`src/rtl/mw_input_conditioner_if.sv`:
```
// rtl/mw_input_conditioner_if.sv - raw operator inputs and conditioned outputs of the microwave front end
interface mw_input_conditioner_if;
    logic [9:0] keypad_raw;
    logic       startn_raw;
    logic       stopn_raw;
    logic       clearn_raw;
    logic       door_raw;

    logic [9:0] keypad_onehot;
    logic [3:0] key_code;
    logic       key_valid;
    logic       multi_key_err;
    logic       start_pulse;
    logic       stop_pulse;
    logic       clear_pulse;
    logic       door_closed;

    modport master (
        output keypad_raw, startn_raw, stopn_raw, clearn_raw, door_raw,
        input  keypad_onehot, key_code, key_valid, multi_key_err,
        input  start_pulse, stop_pulse, clear_pulse, door_closed
    );

    modport slave (
        input  keypad_raw, startn_raw, stopn_raw, clearn_raw, door_raw,
        output keypad_onehot, key_code, key_valid, multi_key_err,
        output start_pulse, stop_pulse, clear_pulse, door_closed
    );
endinterface

```
`src/rtl/mw_input_conditioner.sv`:
```
// rtl/mw_input_conditioner.sv - sync, debounce and pulse generation for keypad, buttons and door
module mw_input_conditioner #(
    parameter int DB_CYCLES = 3,
    parameter int CNT_W     = 2
) (
    input  logic                  clk,
    input  logic                  rst,
    mw_input_conditioner_if.slave bus
);
    localparam int NIN = 14;
    // Idle level per input: keys released, active-low buttons high, door open.
    // Button sync flops start high too so reset never fakes a press.
    localparam logic [NIN-1:0]   REST     = {1'b0, 3'b111, 10'b0};
    localparam logic [CNT_W-1:0] CNT_LAST = CNT_W'(DB_CYCLES - 1);

    typedef enum logic {IDLE, HELD} key_state_t;

    logic [NIN-1:0]   raw;
    logic [NIN-1:0]   sync1;
    logic [NIN-1:0]   sync2;
    logic [NIN-1:0]   stable;
    logic [CNT_W-1:0] cnt [NIN];
    logic [2:0]       btn_d;
    logic [2:0]       btn_pulse;

    key_state_t state, state_nxt;
    logic [9:0] kd;
    logic       kd_one;
    logic [3:0] kd_idx;
    logic       key_valid_q, key_valid_nxt;
    logic       err_q, err_nxt;
    logic [9:0] onehot_q, onehot_nxt;
    logic [3:0] code_q, code_nxt;

    assign raw = {bus.door_raw, bus.clearn_raw, bus.stopn_raw, bus.startn_raw, bus.keypad_raw};

    always_ff @(posedge clk) begin
        if (rst) begin
            sync1  <= REST;
            sync2  <= REST;
            stable <= REST;
            for (int i = 0; i < NIN; i++) cnt[i] <= '0;
        end else begin
            sync1 <= raw;
            sync2 <= sync1;
            for (int i = 0; i < NIN; i++) begin
                if (sync2[i] == stable[i]) begin
                    cnt[i] <= '0;
                end else if (cnt[i] == CNT_LAST) begin
                    stable[i] <= sync2[i];
                    cnt[i]    <= '0;
                end else begin
                    cnt[i] <= cnt[i] + 1'b1;
                end
            end
        end
    end

    // Buttons are active-low: a stable 1->0 transition is a press.
    always_ff @(posedge clk) begin
        if (rst) begin
            btn_d     <= 3'b111;
            btn_pulse <= 3'b000;
        end else begin
            btn_d     <= stable[12:10];
            btn_pulse <= btn_d & ~stable[12:10];
        end
    end

    assign kd     = stable[9:0];
    assign kd_one = (kd != 10'd0) && ((kd & (kd - 10'd1)) == 10'd0);

    always_comb begin
        kd_idx = 4'd0;
        for (int i = 0; i < 10; i++) begin
            if (kd[i]) kd_idx = 4'(i);
        end
    end

    always_comb begin
        state_nxt     = state;
        key_valid_nxt = 1'b0;
        err_nxt       = 1'b0;
        onehot_nxt    = 10'd0;
        code_nxt      = code_q;
        case (state)
            IDLE: begin
                if (kd_one) begin
                    key_valid_nxt = 1'b1;
                    onehot_nxt    = kd;
                    code_nxt      = kd_idx;
                    state_nxt     = HELD;
                end else if (kd != 10'd0) begin
                    err_nxt   = 1'b1;
                    state_nxt = HELD;
                end
            end
            HELD: begin
                if (kd == 10'd0) state_nxt = IDLE;
            end
            default: state_nxt = IDLE;
        endcase
    end

    always_ff @(posedge clk) begin
        if (rst) begin
            state       <= IDLE;
            key_valid_q <= 1'b0;
            err_q       <= 1'b0;
            onehot_q    <= 10'd0;
            code_q      <= 4'd0;
        end else begin
            state       <= state_nxt;
            key_valid_q <= key_valid_nxt;
            err_q       <= err_nxt;
            onehot_q    <= onehot_nxt;
            code_q      <= code_nxt;
        end
    end

    assign bus.keypad_onehot = onehot_q;
    assign bus.key_code      = code_q;
    assign bus.key_valid     = key_valid_q;
    assign bus.multi_key_err = err_q;
    assign bus.start_pulse   = btn_pulse[0];
    assign bus.stop_pulse    = btn_pulse[1];
    assign bus.clear_pulse   = btn_pulse[2];
    assign bus.door_closed   = stable[13];
endmodule

```
`src/flat_wrapper.sv`:
```
// flat-port wrapper written by rule: the top's interface ports become plain ports
module mw_input_conditioner_flat 
#(
    parameter int DB_CYCLES = 3,
    parameter int CNT_W     = 2
)
  (clk, rst, bus_keypad_raw, bus_startn_raw, bus_stopn_raw, bus_clearn_raw, bus_door_raw, bus_keypad_onehot, bus_key_code, bus_key_valid, bus_multi_key_err, bus_start_pulse, bus_stop_pulse, bus_clear_pulse, bus_door_closed);
  mw_input_conditioner_if bus_i ();
  input  logic clk;
  input  logic rst;
  input wire logic [$bits(bus_i.keypad_raw)-1:0] bus_keypad_raw;
  input wire logic [$bits(bus_i.startn_raw)-1:0] bus_startn_raw;
  input wire logic [$bits(bus_i.stopn_raw)-1:0] bus_stopn_raw;
  input wire logic [$bits(bus_i.clearn_raw)-1:0] bus_clearn_raw;
  input wire logic [$bits(bus_i.door_raw)-1:0] bus_door_raw;
  output wire logic [$bits(bus_i.keypad_onehot)-1:0] bus_keypad_onehot;
  output wire logic [$bits(bus_i.key_code)-1:0] bus_key_code;
  output wire logic [$bits(bus_i.key_valid)-1:0] bus_key_valid;
  output wire logic [$bits(bus_i.multi_key_err)-1:0] bus_multi_key_err;
  output wire logic [$bits(bus_i.start_pulse)-1:0] bus_start_pulse;
  output wire logic [$bits(bus_i.stop_pulse)-1:0] bus_stop_pulse;
  output wire logic [$bits(bus_i.clear_pulse)-1:0] bus_clear_pulse;
  output wire logic [$bits(bus_i.door_closed)-1:0] bus_door_closed;
  assign bus_i.keypad_raw = bus_keypad_raw;
  assign bus_i.startn_raw = bus_startn_raw;
  assign bus_i.stopn_raw = bus_stopn_raw;
  assign bus_i.clearn_raw = bus_clearn_raw;
  assign bus_i.door_raw = bus_door_raw;
  assign bus_keypad_onehot = bus_i.keypad_onehot;
  assign bus_key_code = bus_i.key_code;
  assign bus_key_valid = bus_i.key_valid;
  assign bus_multi_key_err = bus_i.multi_key_err;
  assign bus_start_pulse = bus_i.start_pulse;
  assign bus_stop_pulse = bus_i.stop_pulse;
  assign bus_clear_pulse = bus_i.clear_pulse;
  assign bus_door_closed = bus_i.door_closed;
  mw_input_conditioner #(.DB_CYCLES(DB_CYCLES), .CNT_W(CNT_W)) u_core (.clk(clk), .rst(rst), .bus(bus_i));
endmodule
```
`config.mk`:
```
export PLATFORM = sky130hd
export DESIGN_NAME = mw_input_conditioner_flat
export DESIGN_NICKNAME = d
export VERILOG_FILES = /design/src/rtl/mw_input_conditioner_if.sv /design/src/rtl/mw_input_conditioner.sv /design/src/flat_wrapper.sv
export SDC_FILE = /design/constraint.sdc
export NUM_CORES = 1
export LEC_CHECK = 0
export BUFFER_PORTS_ARGS = -buffer_cell sky130_fd_sc_hd__buf_2
export CAP_MARGIN = 20
export CORE_MARGIN = 1.5
export CORE_UTILIZATION = 25
export CTS_CLUSTER_SIZE = 14
export DETAILED_ROUTE_END_ITERATION = 10
export PLACE_DENSITY_LB_ADDON = 0.08
export SYNTH_ARGS = -nofsm -noshare
export SYNTH_HDL_FRONTEND = slang
export SYNTH_SLANG_ARGS = --single-unit
```
`constraint.sdc`:
```
create_clock -name clk -period 2.9 [get_ports clk]
set_input_delay 0.29 -clock clk [delete_from_list [all_inputs] [get_ports clk]]
set_output_delay 0.29 -clock clk [all_outputs]
set_load 0.02 [all_outputs]
```
==> results of run 1 <==
==> worst max-delay path by stage <==
stage                           startpoint                      to  slack (ns)  depth (start not counted)
after floorplan           u_core.stable[0]  u_core.bus.key_code[0]        0.62                          7
after global placement    u_core.stable[4]  u_core.bus.key_code[3]        0.61                          5
after detailed placement  u_core.stable[4]  u_core.bus.key_code[3]        0.59                          5
after CTS                 u_core.stable[4]  u_core.bus.key_code[0]        0.57                          5
after global routing      u_core.stable[4]  u_core.bus.key_code[0]        0.45                          5
final                     u_core.stable[4]  u_core.bus.key_code[0]        0.57                          5
==> registers in the layout (all words and copies together), names as in the netlist <==
register                  count
u_core.btn_pulse              3
u_core.sync1                 14
u_core.sync2                 14
u_core.cnt                   28
u_core.bus.multi_key_err      1
u_core.bus.keypad_onehot     10
u_core.stable                14
u_core.bus.key_valid          1
u_core.btn_d                  3
u_core.bus.key_code           4
u_core.state                  1
==> synth_stat cells <==
cell and count:
sky130_fd_sc_hd__o21ai_0 2, sky130_fd_sc_hd__inv_1 19, sky130_fd_sc_hd__o211ai_1 1, sky130_fd_sc_hd__nor2b_1 27, sky130_fd_sc_hd__or3_1 14, sky130_fd_sc_hd__nor3_1 5, sky130_fd_sc_hd__conb_1 1, sky130_fd_sc_hd__a31oi_1 1
sky130_fd_sc_hd__and2_2 1, sky130_fd_sc_hd__mux2_4 2, sky130_fd_sc_hd__a2111oi_0 1, sky130_fd_sc_hd__edfxtp_1 28, sky130_fd_sc_hd__dfxtp_1 65, sky130_fd_sc_hd__clkbuf_1 14, sky130_fd_sc_hd__and4bb_2 1, sky130_fd_sc_hd__buf_6 2
sky130_fd_sc_hd__nand2_1 1, sky130_fd_sc_hd__or4_4 2, sky130_fd_sc_hd__o41ai_1 1, sky130_fd_sc_hd__nor2_1 48, sky130_fd_sc_hd__a211o_1 3, sky130_fd_sc_hd__or2_2 11, sky130_fd_sc_hd__maj3_1 1, sky130_fd_sc_hd__o31ai_1 1
sky130_fd_sc_hd__o21a_1 1, sky130_fd_sc_hd__o31ai_2 1, sky130_fd_sc_hd__buf_2 2, sky130_fd_sc_hd__and2_1 9, sky130_fd_sc_hd__xnor2_1 14, sky130_fd_sc_hd__nand2b_1 4, sky130_fd_sc_hd__nor4_1 3, sky130_fd_sc_hd__mux2i_1 13
sky130_fd_sc_hd__ha_1 14, sky130_fd_sc_hd__a21oi_1 3, sky130_fd_sc_hd__o21ai_1 1
==> critical path, stage by stage, from the launching register on <==
cell and delay (ns):
sky130_fd_sc_hd__dfxtp_1 0.42, sky130_fd_sc_hd__or4_4 0.57, sky130_fd_sc_hd__o31ai_2 0.22, sky130_fd_sc_hd__o21ai_1 0.14
sky130_fd_sc_hd__or4_4 0.56, sky130_fd_sc_hd__mux2_4 0.32
==> metal layers <==
layer	vias up	part of all wire (%)	routed length, um
li1	1134	-	-
met1	1000	52	3040
met2	33	41	2440
met3	12	4.0	235
met4	0	3.1	181
met5	-	0	0
==> final cells by class <==
| class | count | area, sq um | share of cell area (%) |
|---|---|---|---|
| Clock buffer | 11 | 253 | 5.86 |
| Clock inverter | 5 | 57.6 | 1.33 |
| Inverter | 19 | 71.3 | 1.65 |
| Multi-Input combinational cell | 214 | 1370 | 31.7 |
| Sequential cell | 93 | 2140 | 49.7 |
| Tap cell | 180 | 225 | 5.22 |
| Timing Repair Buffer | 38 | 198 | 4.59 |
==> where the power goes <==
group,internal [mW],switching (mW)
sequential,1.39,0.0250
combinational,0.0723,0.0773
clock,0.715,0.481
==> cell families (layout without fill, tap and decap cells) <==
kind of cell    count (synthesis)  after routing  synth area share (%)
compound gates                 16             16                  3.23
xor+xnor                       14             14                  3.44
fa+ha+maj                      15             15                  5.20
buf+inv                        37             73                  4.39
flops                          93             93                  60.1
mux                            15             15                  4.50
other cells                     1             28                 0.105
simple gates                  126            126                  19.0
==> stage by stage <==
stage                     std cells  power (mW)  util (%)
final                           560        2.76      31.1
after global routing            560        2.90      31.1
after CTS                       560        2.82      31.1
after detailed placement        544        1.60      28.8
after global placement          544        1.60      28.8
after floorplan                 344        1.56         -
==> qor.tcl, run 1 <==
set qor(finalHoldWorstSlack_ns) 0.135
set qor(post_route_cells_drive_above_1_share_pct) 18.9
set qor(slew_headroom_pct) 56.6
set qor(grt_start_max_net_pins) 36
set qor(post-route-drc-count) 0
set qor(gp_congestion) 0.775
set qor(hp_start) {bus_clearn_raw}
set qor(fin_area_sq_um) 4310
set qor(tritoncts) {done}
set qor(globalRouteMet3Util_pct) 2.65
set qor(numPortBuffers) 35
set qor(route.detailed.vias_per_inst) 3.89
set qor(diode_insertion_count_for_antenna_repair) 0
set qor(cts.htree.levels) 3
set qor(skew_ns) 0.00659
set qor(cts.repair_timing.setup_buffer_count) 0
set qor(place.detailed.hpwl_um) 4120
set qor(met1_use_gr_pct) 11.7
set qor(clock-root-buffer) {sky130_fd_sc_hd__clkbuf_16}
set qor(pin_count) 36
set qor(floorplan.initialDensity_pct) 25.7
set qor(ys.warnings.count) 0
set qor(area_growth_pct) 21.0
set qor(place_worst_setup_slack_ns) 0.589
set qor(synth_seq_area_share_pct) 60.1
set qor(power_density_nw_per_um2) 640
set qor(routed_wire_length_per_instance_um) 10.5
set qor(synth.area.top_cells) {sky130_fd_sc_hd__dfxtp_1 (37%), sky130_fd_sc_hd__edfxtp_1 (24%), sky130_fd_sc_hd__nor2_1 (5.1%)}
set qor(layout_common_cells) {sky130_fd_sc_hd__dfxtp_1 (65), sky130_fd_sc_hd__nor2_1 (48), sky130_fd_sc_hd__buf_2 (35)}
set qor(holdPathEnd) {u_core.sync1[12]}
set qor(hold_path_depth) 2
set qor(timing.critical_path.from_type) {register}
set qor(post_cts_hold_buffer_count) 0
set qor(regToRegEndpoint) {u_core.bus.key_code[0]}
set qor(netlist.top_cell.by_area) {sky130_fd_sc_hd__dfxtp_1}
set qor(overall_global_routing_usage_pct) 8.92
set qor(worstSetupPathType) {register to register}
set qor(max-cap-violations) 0
set qor(grt_most_used_layer) {met2}
set qor(crit_required_ns) 3.12
set qor(timing.critical_path.to_type) {register}
set qor(final_critical_path_setup_slack_ns) 0.570
set qor(power.static_leakage_nw) 1.81
set qor(finalSetupViolCount) 0
set qor(row_count) 43
set qor(nNetsFinal) 405
set qor(grt-ovfl-total) 0
set qor(rsz0062_at_grt) {no}
set qor(cp_data_arrival_time_ns) 2.55
set qor(ff2ff_setup_slack_ns) 0.57
set qor(worst_r2r_startpoint) {u_core.stable[4]}
set qor(hold_path_class) {input pin to register}
set qor(totalWireLength_um) 5900
set qor(synthesis.area_per_instance_sq_um) 11.2
set qor(final-max-slew-violation-count) 0
set qor(clock_path_buffers) 2
set qor(synth.distinct_cells) 35
set qor(floorplan.die.height_um) 122
set qor(finalCriticalPeriod_ns) 2.33
set qor(max_clock_freq_mhz) 429
set qor(floorplan.die_area_sq_um) 15000
set qor(detailedRoute.firstPassIterationCount) 4
set qor(syn-cell-area_sq_um) 3560
set qor(vias) 2179
set qor(antenna_violations_before_repair) 0
set qor(final_hold_viol_count) 0
set qor(post_dp_cell_area_sq_um) 4000
set qor(worst-r2r-cell-count) 5
set qor(cts-resized-gates) 0
set qor(core_area_sq_um) 13900
set qor(route.antenna.remaining_nets) 0
set qor(clock_sink_count) 93
set qor(dr.first_iter.drc_count) 99
set qor(use_met2_pct) 12.9
set qor(max_slew.worst_pin.slew_ns) 0.650
set qor(clk_pin_slew_ns) 0.06
set qor(insertion_delay_ns) 0.33
set qor(vdd_drop_max_v) 0.000242
set qor(fp.dieW_um) 122
set qor(grt_pass1_wl_um) 10100
set qor(final_min_period_over_clock_period_pct) 80.3
set qor(flop_and_latch_count_out_of_synthesis) 93
set qor(vias_in_the_first_global_route) 2111
set qor(status) {finished, final reports clean}
set qor(post_syn_instances) 317
set qor(fin_setup_tns_ns) 0
set qor(tritoncts.num_buffers) 9
set qor(synth_top_area_share_pct) 36.5
set qor(final_common_cell) {sky130_fd_sc_hd__dfxtp_1}
set qor(critical_path_peak_fanout) 11
set qor(num-fill-cells) 1454
Power figures use the tool's default switching activity.
==> inputs of run 2 (changes only) <==
ABC_AREA = 1   (was default)
clock period = 2.39 ns   (was 2.9 ns; I/O delays follow)
==> qor.tcl, run 2 <==
set qor(finalCriticalPeriod_ns) 1.55
set qor(tritoncts) {done}
set qor(grt_pass1_wl_um) 10200
set qor(floorplan.die_area_sq_um) 15200
set qor(final_min_period_over_clock_period_pct) 64.7
set qor(asyncSetResetFlopFracSynth_pct) 0
set qor(vdd_drop_max_v) 0.000367
set qor(timing.critical_path.from_type) {register}
set qor(fp.dieW_um) 123
set qor(synthesis.area_per_instance_sq_um) 9.53
set qor(timing.critical_path.to_type) {register}
set qor(row_count) 43
set qor(cts.htree.levels) 3
set qor(nNetsFinal) 475
set qor(totalWireLength_um) 5880
set qor(route.detailed.vias_per_inst) 3.77
set qor(critical_path_peak_fanout) 10
set qor(area_growth_pct) 20.5
set qor(vias) 2378
set qor(clock-root-buffer) {sky130_fd_sc_hd__clkbuf_16}
set qor(synth_top_area_share_pct) 36.0
set qor(floorplan.die.height_um) 123
set qor(gp_congestion) 0.721
set qor(max_clock_freq_mhz) 647
set qor(tritoncts.num_buffers) 9
set qor(numPortBuffers) 35
set qor(power.static_leakage_nw) 1.97
set qor(core_area_sq_um) 14000
set qor(vias_in_the_first_global_route) 2239
set qor(routed_wire_length_per_instance_um) 9.33
set qor(final_hold_viol_count) 0
set qor(grt_start_max_net_pins) 31
set qor(synth.area.top_cells) {sky130_fd_sc_hd__dfxtp_1 (36%), sky130_fd_sc_hd__edfxtp_1 (23%), sky130_fd_sc_hd__inv_1 (7.6%)}
set qor(fin_setup_tns_ns) 0
set qor(post_route_cells_drive_above_1_share_pct) 18.0
set qor(floorplan.initialDensity_pct) 25.8
set qor(final-max-slew-violation-count) 0
set qor(antenna_violations_before_repair) 0
set qor(largest_register_ff_count) 28
set qor(route.antenna.remaining_nets) 0
set qor(finalHoldWorstSlack_ns) 0.0780
set qor(clk_pin_slew_ns) 0.07
set qor(path_common_cell) {sky130_fd_sc_hd__nor2_4}
set qor(worstSetupPathType) {register to register}
set qor(grt-ovfl-total) 0
set qor(post_cts_hold_buffer_count) 0
set qor(max-cap-violations) 0
set qor(finalPower_mw) 3.41
set qor(finalCoreUtilization_pct) 31.1
set qor(synth.top_cells.by_count) {sky130_fd_sc_hd__inv_1 (73), sky130_fd_sc_hd__dfxtp_1 (65), sky130_fd_sc_hd__nor2_1 (62)}
set qor(status) {finished, final reports clean}
set qor(insertion_delay_ns) 0.34
set qor(post-route-drc-count) 0
set qor(synth.distinct_cells) 25
set qor(post_syn_instances) 379
set qor(dominantRegCellSynth) {sky130_fd_sc_hd__dfxtp_1}
set qor(clock_sink_count) 93
set qor(library_cell_with_the_highest_instance_count_after_synthesis) {sky130_fd_sc_hd__inv_1}
set qor(pin_count) 36
set qor(place.detailed.hpwl_um) 4210
set qor(dp.cells) 614
set qor(synth-edff-count) 28
set qor(critPathMaxStageDelay_ns) 0.51
set qor(power_density_nw_per_um2) 784
set qor(cts.repair_timing.setup_buffer_count) 0
set qor(cp_cell_sequence) {nor2_4, nand2_2, nor2_4, nand2_1, nand2_1, nor2_4, nand3_4, nor2_8, inv_6, nor2_2}
set qor(layout_common_cells) {sky130_fd_sc_hd__inv_1 (73), sky130_fd_sc_hd__dfxtp_1 (65), sky130_fd_sc_hd__nor2_1 (62)}
set qor(cp_data_arrival_time_ns) 1.83
set qor(rsz0062_at_grt) {no}
set qor(critPathSlowestCell) {sky130_fd_sc_hd__dfxtp_1}
set qor(hold_path_class) {input pin to register}
set qor(clock_path_buffers) 2
set qor(ff2ff_setup_slack_ns) 0.84
set qor(top_reg_by_flops) {u_core.cnt}
set qor(netlist.top_cell.by_area) {sky130_fd_sc_hd__dfxtp_1}
set qor(count_of_non_filler_cells_in_the_finished_layout) 630
set qor(ys.warnings.count) 0
set qor(overall_global_routing_usage_pct) 8.90
set qor(dr.first_iter.drc_count) 91
set qor(finalSetupViolCount) 0
set qor(flop_and_latch_count_out_of_synthesis) 93
set qor(syn-cell-area_sq_um) 3610
set qor(num-fill-cells) 1487
set qor(detailedRoute.firstPassIterationCount) 4
set qor(diode_insertion_count_for_antenna_repair) 0
set qor(cts-resized-gates) 0
set qor(synth_seq_area_share_pct) 59.3
set qor(skew_ns) 0.00670
set qor(crit_required_ns) 2.67
set qor(final_common_cell) {sky130_fd_sc_hd__inv_1}
run 2: cell count changes in the layout (fill, tap and decap cells not counted), sizes merged, moves of 14 or more:
cell / before / now
a21oi: 3 / 29
inv: 20 / 74
nand2: 1 / 30
nor2: 48 / 80
nor2b: 27 / 0
o21ai: 3 / 18
or3: 14 / 0
xnor2: 14 / 0
run 2: layout make-up:
cell class                 count  area, sq um  share of cell area, %
sequential                    93         2140                   49.2
multi-input combinational    230         1240                   28.6
inverter                      74          283                   6.50
clock buffer                  10          229                   5.26
tap                          180          225                   5.17
timing repair buffer          37          190                   4.37
clock inverter                 6         40.0                  0.920
run 2: kinds of logic (layout without fill, tap and decap cells):
kind of cell / Yosys count / count (layout) / share of synthesized area, %
simple gates: 125 / 125 / 16.8
flops: 93 / 93 / 59.3
buf+inv: 83 / 127 / 9.08
compound gates: 63 / 63 / 9.84
fa+ha+maj: 14 / 14 / 4.85
other cells: 1 / 28 / 0.104
run 2: routing by layer:
layer / wire (um) / part of all wire [%] / global-route usage, % / vias to the layer above
li1: - / - / - / 1303
met1: 3190 / 54 / 11.9 / 1027
met5: 0 / 0 / 0 / -
met2: 2210 / 38 / 12.2 / 37
met4: 199 / 3.4 / 6.47 / 0
met3: 277 / 4.7 / 2.40 / 11
run 2: final timing paths:
check                                 startpoint                           to  depth (start not counted)
worst max-delay path            u_core.stable[5]  u_core.bus.keypad_onehot[8]                         10
worst min-delay path               bus_stopn_raw             u_core.sync1[11]                          2
worst max register to register  u_core.stable[5]  u_core.bus.keypad_onehot[8]                         10
worst min register to register  u_core.sync1[13]             u_core.sync2[13]                          2
run 2: power by group:
| part | leakage, nW | internal, mW | switching, mW |
|---|---|---|---|
| Sequential | 0.823 | 1.71 | 0.0526 |
| Combinational | 1.02 | 0.126 | 0.217 |
| Clock | 0.122 | 0.701 | 0.602 |
| Total | 1.97 | 2.54 | 0.872 |
run 2: critical path, delay by kind of cell (launching register included):
family | cells | cell delay (ns)
simple gates | 9 | 0.90
buf+inv | 1 | 0.07
flops | 1 | 0.51
run 2: stage by stage:
step / worst slack (ns) / instance area (sq um)
after floorplan: 0.971 / 3710
after global placement: 0.868 / 4080
after detailed placement: 0.830 / 4080
after CTS: 0.816 / 4350
after global routing: 0.649 / 4350
final: 0.844 / 4350
==> inputs of run 3 (changes only) <==
clock period = 1.3 ns   (was 2.39 ns; I/O delays follow)
==> qor.tcl, run 3 (synthesis results as in run 2) <==
set qor(status) {finished, violations left}
set qor(violated_checks) {setup timing}
set qor(post_route_cells_drive_above_1_share_pct) 26.5
set qor(worst-r2r-cell-count) 10
set qor(route.antenna.remaining_nets) 0
set qor(largest_register_ff_count) 28
set qor(place.detailed.hpwl_um) 4300
set qor(count_of_non_filler_cells_in_the_finished_layout) 671
set qor(post_dp_cell_area_sq_um) 4290
set qor(crit_required_ns) 1.58
set qor(area_growth_pct) 33.3
set qor(skew_ns) 0.00476
set qor(regToRegEndpoint) {u_core.bus.keypad_onehot[5]}
set qor(diode_insertion_count_for_antenna_repair) 0
set qor(row_count) 43
set qor(nNetsFinal) 516
set qor(fin_setup_tns_ns) -2.50
set qor(cts.htree.levels) 3
set qor(overall_global_routing_usage_pct) 9.10
set qor(power.static_leakage_nw) 2.21
set qor(vias_in_the_first_global_route) 2256
set qor(final-max-slew-violation-count) 0
set qor(vdd_drop_max_v) 0.000622
set qor(finalSetupViolCount) 16
set qor(power_density_nw_per_um2) 1380
set qor(totalWireLength_um) 6090
set qor(hold_path_depth) 3
set qor(floorplan.die.height_um) 123
set qor(final_min_period_over_clock_period_pct) 114
set qor(gp_congestion) 0.738
set qor(fin_area_sq_um) 4810
set qor(worstSetupPathType) {register to register}
set qor(top_reg_by_flops) {u_core.cnt}
set qor(hold_path_class) {input pin to register}
set qor(clock-root-buffer) {sky130_fd_sc_hd__clkbuf_16}
set qor(antenna_violations_before_repair) 0
set qor(vias) 2530
set qor(crit_start) {u_core.stable[0]}
set qor(final_common_cell) {sky130_fd_sc_hd__inv_1}
set qor(grt_pass1_wl_um) 10300
set qor(max_clock_freq_mhz) 672
set qor(post-route-drc-count) 0
set qor(crit_end) {u_core.bus.keypad_onehot[5]}
set qor(fp.dieW_um) 123
set qor(ff2ff_setup_slack_ns) -0.19
set qor(clock_sink_count) 93
set qor(critical_path_peak_fanout) 10
set qor(rsz0062_at_grt) {yes}
set qor(worst_r2r_startpoint) {u_core.stable[0]}
set qor(floorplan.die_area_sq_um) 15200
set qor(finalCoreUtilization_pct) 34.4
set qor(pin_count) 36
set qor(clock_path_buffers) 2
set qor(insertion_delay_ns) 0.34
set qor(hp_start) {rst}
set qor(dp.cells) 638
set qor(finalHoldWorstSlack_ns) 0.216
set qor(tritoncts) {done}
set qor(clk_pin_slew_ns) 0.06
set qor(detailedRoute.firstPassIterationCount) 4
set qor(core_area_sq_um) 14000
set qor(routed_wire_length_per_instance_um) 9.08
set qor(layout_common_cells) {sky130_fd_sc_hd__inv_1 (71), sky130_fd_sc_hd__nor2_1 (62), sky130_fd_sc_hd__dfxtp_1 (60)}
set qor(cp_data_arrival_time_ns) 1.77
set qor(timing.critical_path.to_type) {register}
set qor(final_hold_viol_count) 0
set qor(floorplan.initialDensity_pct) 25.8
set qor(final_critical_path_setup_slack_ns) -0.187
set qor(timing.critical_path.from_type) {register}
set qor(max-cap-violations) 0
set qor(finalPower_mw) 6.65
set qor(grt-ovfl-total) 0
set qor(place_worst_setup_slack_ns) -0.175
set qor(tritoncts.num_buffers) 9
set qor(grt_start_max_net_pins) 26
set qor(dr.first_iter.drc_count) 85
set qor(route.detailed.vias_per_inst) 3.77
set qor(finalCriticalPeriod_ns) 1.49
set qor(numPortBuffers) 35
run 3: layout make-up:
| class | count | area, sq um |
|---|---|---|
| Timing Repair Buffer | 78 | 553 |
| Clock buffer | 14 | 284 |
| Fill cell | 1474 | 9170 |
| Tap cell | 180 | 225 |
| Clock inverter | 2 | 13.8 |
| Inverter | 74 | 283 |
| Sequential cell | 93 | 2150 |
| Multi-Input combinational cell | 230 | 1310 |
run 3: worst max-delay path, cell delays in order, from the launching register on:
cell and delay, ns:
sky130_fd_sc_hd__dfxtp_4 0.35, sky130_fd_sc_hd__nor2_4 0.16, sky130_fd_sc_hd__buf_6 0.13, sky130_fd_sc_hd__nand3_2 0.08, sky130_fd_sc_hd__nand2_2 0.08, sky130_fd_sc_hd__nand3_4 0.08
sky130_fd_sc_hd__nor2_4 0.13, sky130_fd_sc_hd__nand3_4 0.14, sky130_fd_sc_hd__nor2_8 0.13, sky130_fd_sc_hd__inv_6 0.07, sky130_fd_sc_hd__nor2_2 0.07
run 3: layer usage:
layer	vias up	wire length, um	global-route usage, %
met5	-	0	0
met4	0	175	5.39
met3	9	298	3.37
met2	42	2320	12.0
met1	1085	3300	12.5
li1	1394	-	-
run 3: where the power goes:
| part | internal (mW) | total (mW) | switching (mW) | leakage, nW |
|---|---|---|---|---|
| registers | 3.15 | 3.24 | 0.0836 | 0.826 |
| clock network | 1.51 | 2.57 | 1.06 | 0.145 |
| logic | 0.368 | 0.837 | 0.470 | 1.24 |
run 3: worst min-delay path by stage:
stage / endpoint / slack (ns)
finish: u_core.btn_pulse[0] / 0.22
global route: u_core.btn_pulse[0] / 0.22
CTS: u_core.btn_pulse[0] / 0.21
detailed placement: u_core.sync1[12] / 0.32
global placement: u_core.sync1[12] / 0.31
floorplan: u_core.sync1[10] / 0.23
run 3: repair_timing:
action	CTS	global route
setup endpoints to repair	16	16
gates resized for setup	1	20
endpoints found under the hold margin	14	0
setup buffers	0	3
hold buffers	14	0
pin swaps	1	6
